## src/rtl/shift194_pkg.sv

```systemverilog
// Shared opcodes, 74LS194 mode codes, FSM encoding and opcode decode helpers.
// Opcode 110 is only treated as legal when SHIFT_CTRL_TWIST_EN is defined.
package shift194_pkg;

  localparam logic [2:0] OP_NOP      = 3'b000;
  localparam logic [2:0] OP_LOAD     = 3'b001;
  localparam logic [2:0] OP_ROTR     = 3'b010;
  localparam logic [2:0] OP_ROTL     = 3'b011;
  localparam logic [2:0] OP_SHR_FILL = 3'b100;
  localparam logic [2:0] OP_SHL_FILL = 3'b101;
  localparam logic [2:0] OP_TWIST    = 3'b110;

  localparam logic [1:0] MODE_HOLD = 2'b00;
  localparam logic [1:0] MODE_SHR  = 2'b01;
  localparam logic [1:0] MODE_SHL  = 2'b10;
  localparam logic [1:0] MODE_LOAD = 2'b11;

  typedef enum logic {
    ST_IDLE = 1'b0,
    ST_RUN  = 1'b1
  } state_t;

  function automatic logic op_is_shift(input logic [2:0] op);
    logic r;
    r = 1'b0;
    case (op)
      OP_ROTR, OP_ROTL, OP_SHR_FILL, OP_SHL_FILL: r = 1'b1;
`ifdef SHIFT_CTRL_TWIST_EN
      OP_TWIST: r = 1'b1;
`endif
      default: r = 1'b0;
    endcase
    return r;
  endfunction

  function automatic logic op_is_legal(input logic [2:0] op);
    return (op == OP_NOP) || (op == OP_LOAD) || op_is_shift(op);
  endfunction

  // Left-moving ops feed SL; everything else that shifts moves right.
  function automatic logic [1:0] op_mode(input logic [2:0] op);
    logic [1:0] m;
    case (op)
      OP_ROTL, OP_SHL_FILL: m = MODE_SHL;
      default:              m = MODE_SHR;
    endcase
    return m;
  endfunction

endpackage

```

## src/rtl/shift194_fb_mux.sv

```systemverilog
// Serial-input selection for the 74LS194 SL/SR pins while a shift command runs.
// The inverted-QD twist path exists only when SHIFT_CTRL_TWIST_EN is defined.
module shift194_fb_mux
  import shift194_pkg::*;
(
  input  logic       run,
  input  logic [2:0] op,
  input  logic       fill,
  input  logic [3:0] q_in,
  output logic       sl,
  output logic       sr
);

  logic unused_q_mid;
  assign unused_q_mid = ^q_in[2:1];

  always_comb begin
    sl = 1'b0;
    sr = 1'b0;
    if (run) begin
      case (op)
        OP_ROTR:     sr = q_in[0];
        OP_ROTL:     sl = q_in[3];
        OP_SHR_FILL: sr = fill;
        OP_SHL_FILL: sl = fill;
`ifdef SHIFT_CTRL_TWIST_EN
        OP_TWIST:    sr = ~q_in[0];
`endif
        default: begin
          sl = 1'b0;
          sr = 1'b0;
        end
      endcase
    end
  end

endmodule

```

## src/rtl/shift194_ctrl.sv

```systemverilog
// Command sequencer for a DM74LS194: drives S1/S0, A-D and SL/SR for N edges.
// Build option SHIFT_CTRL_TWIST_EN enables opcode 110 (Johnson right shift).
//
// state   | meaning
// --------+-------------------------------------------------------------
// ST_IDLE | cmd_ready high, mode held; NOP/count0/illegal finish here
// ST_RUN  | register operating; count_q edges remain including this one
module shift194_ctrl
  import shift194_pkg::*;
#(
  parameter int CNT_W = 4
) (
  input  logic             clk,
  input  logic             CR,
  input  logic             cmd_valid,
  output logic             cmd_ready,
  input  logic [2:0]       cmd_op,
  input  logic [3:0]       cmd_data,
  input  logic             cmd_fill,
  input  logic [CNT_W-1:0] cmd_count,
  input  logic [3:0]       q_in,
  output logic             S1,
  output logic             S0,
  output logic             A,
  output logic             B,
  output logic             C,
  output logic             D,
  output logic             SL,
  output logic             SR,
  output logic             busy,
  output logic             done,
  output logic             err
);

  localparam logic [CNT_W-1:0] CNT_ONE = {{(CNT_W-1){1'b0}}, 1'b1};

  state_t           state_q, state_d;
  logic [CNT_W-1:0] count_q, count_d;
  logic [2:0]       op_q, op_d;
  logic             fill_q, fill_d;
  logic [1:0]       mode_q, mode_d;
  logic [3:0]       data_q, data_d;
  logic             done_q, done_d;
  logic             err_q, err_d;
  logic             accept;
  logic             starts_run;

  assign accept     = cmd_valid && (state_q == ST_IDLE);
  assign starts_run = (cmd_op == OP_LOAD) ||
                      (op_is_shift(cmd_op) && (cmd_count != '0));

  always_ff @(posedge clk or negedge CR) begin
    if (!CR) state_q <= ST_IDLE;
    else     state_q <= state_d;
  end

  always_comb begin
    state_d = state_q;
    case (state_q)
      ST_IDLE: if (accept && starts_run) state_d = ST_RUN;
      ST_RUN:  if (count_q <= CNT_ONE)   state_d = ST_IDLE;
      default: state_d = ST_IDLE;
    endcase
  end

  always_comb begin
    count_d = count_q;
    op_d    = op_q;
    fill_d  = fill_q;
    mode_d  = mode_q;
    data_d  = data_q;
    done_d  = 1'b0;
    err_d   = 1'b0;
    case (state_q)
      ST_IDLE: begin
        if (accept) begin
          op_d   = cmd_op;
          fill_d = cmd_fill;
          if (cmd_op == OP_LOAD) begin
            mode_d  = MODE_LOAD;
            data_d  = cmd_data;
            count_d = CNT_ONE;
          end else if (starts_run) begin
            mode_d  = op_mode(cmd_op);
            count_d = cmd_count;
          end else begin
            done_d = 1'b1;
            err_d  = !op_is_legal(cmd_op);
          end
        end
      end
      ST_RUN: begin
        // Mode drops to hold on the same edge as the last operation.
        if (count_q <= CNT_ONE) begin
          count_d = '0;
          mode_d  = MODE_HOLD;
          done_d  = 1'b1;
        end else begin
          count_d = count_q - CNT_ONE;
        end
      end
      default: begin
        count_d = '0;
        mode_d  = MODE_HOLD;
      end
    endcase
  end

  always_ff @(posedge clk or negedge CR) begin
    if (!CR) begin
      count_q <= '0;
      op_q    <= OP_NOP;
      fill_q  <= 1'b0;
      mode_q  <= MODE_HOLD;
      data_q  <= 4'b0000;
      done_q  <= 1'b0;
      err_q   <= 1'b0;
    end else begin
      count_q <= count_d;
      op_q    <= op_d;
      fill_q  <= fill_d;
      mode_q  <= mode_d;
      data_q  <= data_d;
      done_q  <= done_d;
      err_q   <= err_d;
    end
  end

  shift194_fb_mux u_fb_mux (
    .run  (state_q == ST_RUN),
    .op   (op_q),
    .fill (fill_q),
    .q_in (q_in),
    .sl   (SL),
    .sr   (SR)
  );

  assign cmd_ready = (state_q == ST_IDLE);
  assign busy      = (state_q == ST_RUN);
  assign done      = done_q;
  assign err       = err_q;
  assign S1        = mode_q[1];
  assign S0        = mode_q[0];
  assign A         = data_q[3];
  assign B         = data_q[2];
  assign C         = data_q[1];
  assign D         = data_q[0];

endmodule

```

## config.mk

```make
export PLATFORM = sky130hd
export DESIGN_NAME = shift194_ctrl
export DESIGN_NICKNAME = d
export VERILOG_FILES = /design/src/rtl/shift194_pkg.sv /design/src/rtl/shift194_fb_mux.sv /design/src/rtl/shift194_ctrl.sv
export SDC_FILE = /design/constraint.sdc
export NUM_CORES = 1
export LEC_CHECK = 0
export CAP_MARGIN = 20
export CORE_ASPECT_RATIO = 0.9
export CORE_UTILIZATION = 39
export CTS_CLUSTER_DIAMETER = 40
export DETAILED_ROUTE_END_ITERATION = 10
export PLACE_DENSITY = 0.7
export SYNTH_ARGS = -nofsm -noshare
export SYNTH_HDL_FRONTEND = slang
export SYNTH_SLANG_ARGS = --single-unit
```

## constraint.sdc

```tcl
create_clock -name clk -period 1.7 [get_ports clk]
set_clock_uncertainty 0.2 [all_clocks]
set_input_delay 0.17 -clock clk [delete_from_list [all_inputs] [get_ports clk]]
set_output_delay 0.17 -clock clk [all_outputs]
set_load 0.1 [all_outputs]
```

Word-level counts from Yosys, hierarchy flattened
Cells that the tools add are included.
- magnitude comparators: 1
- add/sub/neg operators: 1
- bitwise logic cells: 1
- multiplexer cells: 32
- reductions and logical operators: 15
- equality and inequality tests: 12
- operators by type and width (kind ; number):
    $mux W1 ; 17
    $mux W4 ; 4
    $eq A3 B2 Y1 const B ; 4
    $eq A3 B3 Y1 const B ; 4
    $mux W2 ; 5
    $pmux W1 S2 ; 4
    $pmux W4 S2 ; 1
    $reduce_and A3 Y1 ; 2
    $le A4 B1 Y1 const B ; 1
    $ne A2 B1 Y1 const B ; 2
    $pmux W2 S2 ; 1
    $reduce_and A2 Y1 ; 2
    $reduce_bool A4 Y1 ; 1
    $reduce_or A4 Y1 ; 1
    $sub A4 B1 Y4 const B ; 1
    $eq A3 B1 Y1 const B ; 1
    $logic_and A1 B1 Y1 ; 3
    $logic_not A3 Y1 ; 1
    $logic_or A1 B1 Y1 ; 3
    $ne A3 B1 Y1 const B ; 1
    $reduce_or A2 Y1 ; 1
    $logic_not A1 Y1 ; 1
    $not A1 Y1 ; 1
- output and inout bits: 12
- logic and storage cells: 70
- input port bits: 19
- flip-flop bits (word level): 17

Longest topological paths before layout
Gate-level depths: netlist of run 1.
- word-level depth: 15
- gate-level depth with buffers: 6
- depth with buffers taken out: 6

By module
Synthesis of run 1 repeated with hierarchy kept, for this count alone.
- cell total of the unflattened synthesis: 91
- area, all modules: 925.9 um^2
- by module, submodules not included (module ; instances ; sequential area each (um^2) ; cells each ; area each (um^2)):
    shift194_ctrl ; 1 ; 425.4 ; 84 ; 883.3
    shift194_fb_mux ; 1 ; 0.0 ; 7 ; 42.5

Least setup slack after synthesis of run 1
Ideal clock, no wire load.
- path kind: reg2out
- from: reg state_q, in the netlist busy
- to: out SR
- buffers on the path: 0
- path slack: -2.578 ns
- arrival: 3.908 ns
- required time: 1.330 ns
- stages on the path, launching flop included: 3
- path through: dfrtp_1 inv_1 nor3_1
- word-level cells in the longest chain between the ends: 1
- RTL lines (element ; RTL line ; source):
    from (decl) ; shift194_ctrl.sv:37 ; state_t state_q, state_d;
    from (signal assigned) ; shift194_ctrl.sv:54 ; else state_q <= state_d;
    $mux W1 ; shift194_fb_mux.sv:20 ; if (run) begin
    to (decl) ; shift194_ctrl.sv:29 ; output logic SR,
No other way between the ends.

Final worst setup path of run 1
- from: reg count_q[1]
- to: reg mode_q[0]
- word-level cells in the longest chain between the ends: 3
- RTL lines (element ; RTL line ; source):
    from (decl) ; shift194_ctrl.sv:38 ; logic [CNT_W-1:0] count_q, count_d;
    from (signal assigned) ; shift194_ctrl.sv:119 ; count_q <= count_d;
    $le A4 B1 Y1 ; shift194_ctrl.sv:94 ; if (count_q <= CNT_ONE) begin
    $ne A2 B1 Y1 (no line) ; - ;
    $reduce_and A3 Y1 (no line) ; - ;
    to (signal assigned) ; shift194_ctrl.sv:122 ; mode_q <= mode_d;
    to (decl) ; shift194_ctrl.sv:41 ; logic [1:0] mode_q, mode_d;
No other way between the ends.
A chain may end at the register's enable or synchronous reset.

==> results of run 1 <==
## cell type report
type | count | share of cell area [%]
sequential | 17 | 25.98
tap | 27 | 2.039
inverter | 4 | 1.133
timing repair buffer | 52 | 35.80
multi-input combinational | 70 | 33.46
clock buffer | 4 | 1.586
## sequential cells by signal (all words and copies together) (netlist names)
register  count
count_q       4
data_q        4
fill_q        1
busy          1
done          1
mode_q        2
op_q          3
err           1
## cells in the final DEF (no fill, tap or decap), drive strengths merged
cell type / n
clkinvlp: 1
buf: 35
nand3: 1
o21ai: 4
clkbuf: 4
a221oi: 1
dlygate4sd3: 1
o221ai: 1
o2bb2ai: 2
ha: 2
nor2: 8
or3: 2
or3b: 2
a32o: 1
inv: 3
dfrtp: 17
a22o: 1
nand2: 21
and2: 1
mux2: 6
clkdlybuf4s50: 14
nor2b: 2
nor3b: 2
o31a: 2
dlygate4sd2: 2
o22ai: 2
o31ai: 1
nor3: 2
a21oi: 5
nor4: 1
## power breakdown
part / internal (W) / switching (W)
Combinational: 0.00113 / 0.00149
Sequential: 0.000598 / 0.000209
Clock: 0.0000912 / 0.000121
Total: 0.00182 / 0.00182
## logic make-up after synthesis
group / after synthesis
AOI/OAI and AO/OA: 20
adders and majority gates: 2
buffers and inverters: 7
DFF: 17
muxes: 6
and+or+nand+nor: 42
## metal layers
layer	up-vias	GRT usage (%)	share of wire, %	wire length [um]
li1	439	-	-	-
met1	439	27.38	40	1058
met2	22	38.48	54	1414
met3	10	2.857	2.6	67
met4	0	12.63	3.2	85
met5	-	0	0	0
## through the flow
stage	cells	hold slack, ns	utilization [%]
global route	174	0.1388	75.92
detailed placement	162	0.2757	67.09
global placement	162	0.2671	67.09
floorplan	94	-0.3256	-
CTS	170	0.09667	71.22
finish	174	0.1073	75.92
## path summary, 6_finish.rpt
path | to | slack, ns | depth (start not counted)
worst min register to register | fill_q | 0.30 | 2
max in group asynchronous | busy | 0.52 | 3
worst max-delay path | mode_q[0] | -0.05 | 7
worst min-delay path | op_q[2] | 0.11 | 3
min in group asynchronous | op_q[1] | 0.56 | 3
worst max register to register | mode_q[0] | -0.05 | 7
## timing repair
| item | CTS | global route |
|---|---|---|
| hold buffers | 1 | 0 |
| hold endpoints to repair | 17 | 0 |
| pin swaps | 4 | 4 |
| setup buffers | 3 | 4 |
| gates resized for setup | 13 | 16 |
| setup endpoints to repair | 6 | 14 |
## worst max-delay path, stage by stage, from the launching register on
cell and delay (ns):
dfrtp_1 0.42, inv_2 0.12, ha_4 0.15, nor2_4 0.04
o31ai_2 0.16, buf_4 0.19, o221ai_4 0.10, a22o_1 0.26
==> flow_summary.ini, run 1 <==
[run_status]
status = complete, but fails checks
violations = setup timing

[clock_network]
cts_tree = yes
ctsHtreeMaxLevel = 1
root_buffer = clkbuf_4
cts_buffers = 3
clkTransAtPathRegs_ns = 0.10
clk_latency_ns = 0.28
cts_sinks = 17
clock_path_buffers = 2

[power]
p_leak_nw = 0.7193
p_per_area_nw_per_um2 = 2197
ir_drop_uv = 1766
power_w = 0.003639

[setup_path]
crit_path_max_fanout = 4
end_kind = register
startpoint = count_q[1]
cp.arrival_ns = 1.73
crit_path_start_kind = register
worstPathRequired_ns = 1.68
reg2reg_from = count_q[1]
critPathKind = reg -> reg

[yosys]
yosys.area_share.simple_pct = 21.53
netlist_instances = 94
synth_flop_cell = dfrtp_1
synth_mux_area_share_pct = 7.500
syn_area_per_cell_um2 = 9.584
synth-compound-area-share_pct = 17.08
async_flop_share_pct = 100.0
synth_top_family_by_area = simple AND/OR/NAND/NOR gates
synth_top_area_share_pct = 47.22
synth_edf_count = 0
synth_most_common_cell = nand2_1
yosys_warnings = 0
netlist_top_cells_count = nand2_1 (21), dfrtp_1 (17), nor2_1 (8)
synth_area_um2 = 900.9
synth_adder_area_share_pct = 2.778
synth_cell_type_count = 30
synth_nets = 115
yosysTopAreaCell = dfrtp_1
ys_seq_area_share_pct = 47.22
ys_ff_latch = 17
synth_area_leaders = dfrtp_1 (47%), nand2_1 (8.8%), mux2_2 (5.0%)
synth_xor_xnor_area_share_pct = 0

[placed_design]
place_ws_ns = -0.3768
gp_congestion = 0.7836
dp_hpwl_um = 1748
io_buffers = 28
place_area_um2 = 1464

[sta]
fmax_mhz = 571.8
tns_ns = -0.09416
worstMarginPinSlew_ns = 0.5020
slew-limit-headroom_pct = 66.46
hold_viol_final = 0
setup_violations = 5
slew_violations = 0
fin_crit_ns = 1.749
finalWorstSetupSlack_ns = -0.04891
rsz0062_at_grt = yes
fin_crit_sh_pct = 102.9

[cells_and_area]
insertedDiodeCount = 0
area_growth_syn_to_layout_pct = 83.89
layout-drive-gt1-share_pct = 46.26
seqCellArea_um2 = 430.4
nFillCells = 142
postLayoutCellArea_um2 = 1657
layout.nets = 169
multiInputGateArea_um2 = 554.3

[grt]
grt_usage_pct = 22.25
grt_pass1_vias = 869
grt_antenna_before_repair = 0
grt_start_max_net_pins = 18
grt_first_pass_wirelength_um = 3843
overflow = 0

[routing]
wl_um = 2625
wl_per_cell_um = 15.09
drc = 0
vias = 910
final_antenna_net_count = 0
dr.pass1.iters = 3
routed_via_density = 5.230
drt_iter0_markers = 17

[die]
dieArea_um2 = 2506
core.rowCount = 16
core_um2 = 2182
io_pins = 31
die_h_um = 47.60
start_util_pct = 41.28
die_w_um = 52.66

[run]
cap_violations = 0

[min_path]
min_path_type = in -> reg
hp-start = cmd_op[2]
Power figures use the tool's default switching activity.
==> inputs of run 2 (changes only) <==
- CELL_PAD_IN_SITES_DETAIL_PLACEMENT: not set -> 1
- CELL_PAD_IN_SITES_GLOBAL_PLACEMENT: not set -> 1
- CORE_UTILIZATION: 39 -> 29
==> flow_summary.ini, run 2 (synthesized netlist as in run 1, its figures left out) <==
[run_status]
status = complete, but fails checks
violations = setup timing

[power]
ir_drop_uv = 1850
power.share.clock_pct = 6.1
pwr-share-comb_pct = 70.9
power_switching_w = 0.001813
p_per_area_nw_per_um2 = 2162
swShare_pct = 51.71
power_w = 0.003505
pwr-share-seq_pct = 23.0
p_int_w = 0.001693
p_leak_nw = 0.6933

[grt]
grt_usage_pct = 20.13
overflow = 0
grt_first_pass_wirelength_um = 4664
grt_antenna_before_repair = 0
grt_pass1_vias = 1019
grt_start_max_net_pins = 18

[setup_path]
slowest_stage = dfrtp_1
crit_end = mode_q[0]
end_kind = register
crit_family = compound AO/OA/AOI/OAI gates
worstPathRequired_ns = 1.68
cp.arrival_ns = 1.72
crit_path_max_fanout = 4
cp.depth = 6
critPathKind = reg -> reg
worstPathCellList = inv_2 -> ha_4 -> nor2_4 -> o31ai_4 -> o221ai_2 -> a22o_1
worstRegToRegCells = 6
crit_buf_inv = 1
crit_path_max_incr_delay_ns = 0.42
r2r_setup_slack_ns = -0.04
reg2reg_from = count_q[1]
reg2reg_to = mode_q[0]
crit_path_start_kind = register
startpoint = count_q[1]

[die]
start_util_pct = 31.75
die_h_um = 54.88
core_um2 = 2838
dieArea_um2 = 3334
io_pins = 31
die_w_um = 60.75
core.rowCount = 18

[clock_network]
ctsHtreeMaxLevel = 1
cts_tree = yes
clk_latency_ns = 0.29
clock_path_buffers = 2
clkTransAtPathRegs_ns = 0.09
cts_buffers = 3
cts_sinks = 17
root_buffer = clkbuf_4

[cells_and_area]
layout-drive-gt1-share_pct = 43.36
layout_common_cells = nand2_1 (19), buf_4 (19), dfrtp_1 (15), clkdlybuf4s50_1 (14), buf_12 (12)
top_regs = count_q x4, data_q x4, op_q x3
insertedDiodeCount = 0
area_growth_syn_to_layout_pct = 80.00
layout.nets = 165
fin_cells = 183
postLayoutCellArea_um2 = 1622

[sta]
tns_ns = -0.1676
hold_viol_final = 0
setup_violations = 7
rsz0062_at_grt = yes
fin_crit_sh_pct = 102.2
fmax_mhz = 575.7
fin_crit_ns = 1.737
worstMarginPinSlew_ns = 0.4001
slew_violations = 0
finalWorstSetupSlack_ns = -0.03702
slew-limit-headroom_pct = 73.27

[placed_design]
gp_congestion = 0.8168
dpl.cell_count = 175
io_buffers = 28
dp_hpwl_um = 2106
place_area_um2 = 1480

[run]
cap_violations = 0

[routing]
wl_um = 2842
dr.pass1.iters = 3
vias = 905
drt_iter0_markers = 7
wl_per_cell_um = 15.53
drc = 0
routed_via_density = 4.945
final_antenna_net_count = 0

[min_path]
min_path_type = in -> reg
==> run 2: cell count changes in the layout (fill, tap and decap cells not counted), sizes merged <==
cell	before	now
buf	35	31
==> run 2: how the worst min path moves through the flow <==
stage	from	to	slack, ns	cells past startpoint
2_1_floorplan	CR	count_q[0]	-0.33	0
3_3_place_gp	fill_q	fill_q	0.26	2
3_5_place_dp	fill_q	fill_q	0.27	2
4_1_cts	cmd_op[1]	op_q[1]	0.1	3
5_1_grt	cmd_op[1]	op_q[1]	0.13	3
6_report	cmd_op[1]	op_q[1]	0.10	3
==> run 2: power groups by stage <==
stage / registers [W] / logic [W] / clock network [W]
floorplan: 0.00138 / 0.000754 / 0
global placement: 0.000821 / 0.00212 / 0
detailed placement: 0.000835 / 0.00217 / 0
CTS: 0.000797 / 0.00247 / 0.000224
global route: 0.000829 / 0.00261 / 0.000240
finish: 0.000808 / 0.00249 / 0.000212
==> run 2: stage by stage <==
step                hold WS [ns]  setup WS [ns]  util (%)
floorplan                -0.3256        -0.8218         -
global placement          0.2646        -0.3527     52.16
detailed placement        0.2716        -0.4115     52.16
CTS                      0.09819       -0.04001     56.83
global route              0.1287       -0.09638     57.14
finish                    0.1015       -0.03702     57.14
==> run 2: routing by layer <==
| layer | global-route usage, % | part of all wire, % | up-vias |
|---|---|---|---|
| met3 | 6.147 | 4.2 | 2 |
| met2 | 37.91 | 54 | 25 |
| li1 | - | - | 430 |
| met1 | 22.09 | 41 | 448 |
| met4 | 4.924 | 0.32 | 0 |
| met5 | 0 | 0 | - |
==> run 2: repair_timing <==
item	in CTS	in global routing
cloned	0	0
gates resized for setup	20	4
buffers inserted	4	0
hold endpoints to repair	9	0
hold buffers	1	0
endpoints found under the setup margin	8	12
pin swaps	7	3
==> run 2: area by class of cell <==
class	instances	area (um2)
fill	324	1216
timing repair buffer	48	550.5
multi-input combinational	70	545.5
sequential	17	430.4
tap	40	50.05
clock buffer	4	26.28
inverter	4	18.77
==> run 2: worst reg2reg max path, stage by stage (launching register included) <==
cell and delay (ns):
dfrtp_1 0.42, inv_2 0.11, ha_4 0.16, nor2_4 0.04, o31ai_4 0.30, o221ai_2 0.17, a22o_1 0.24
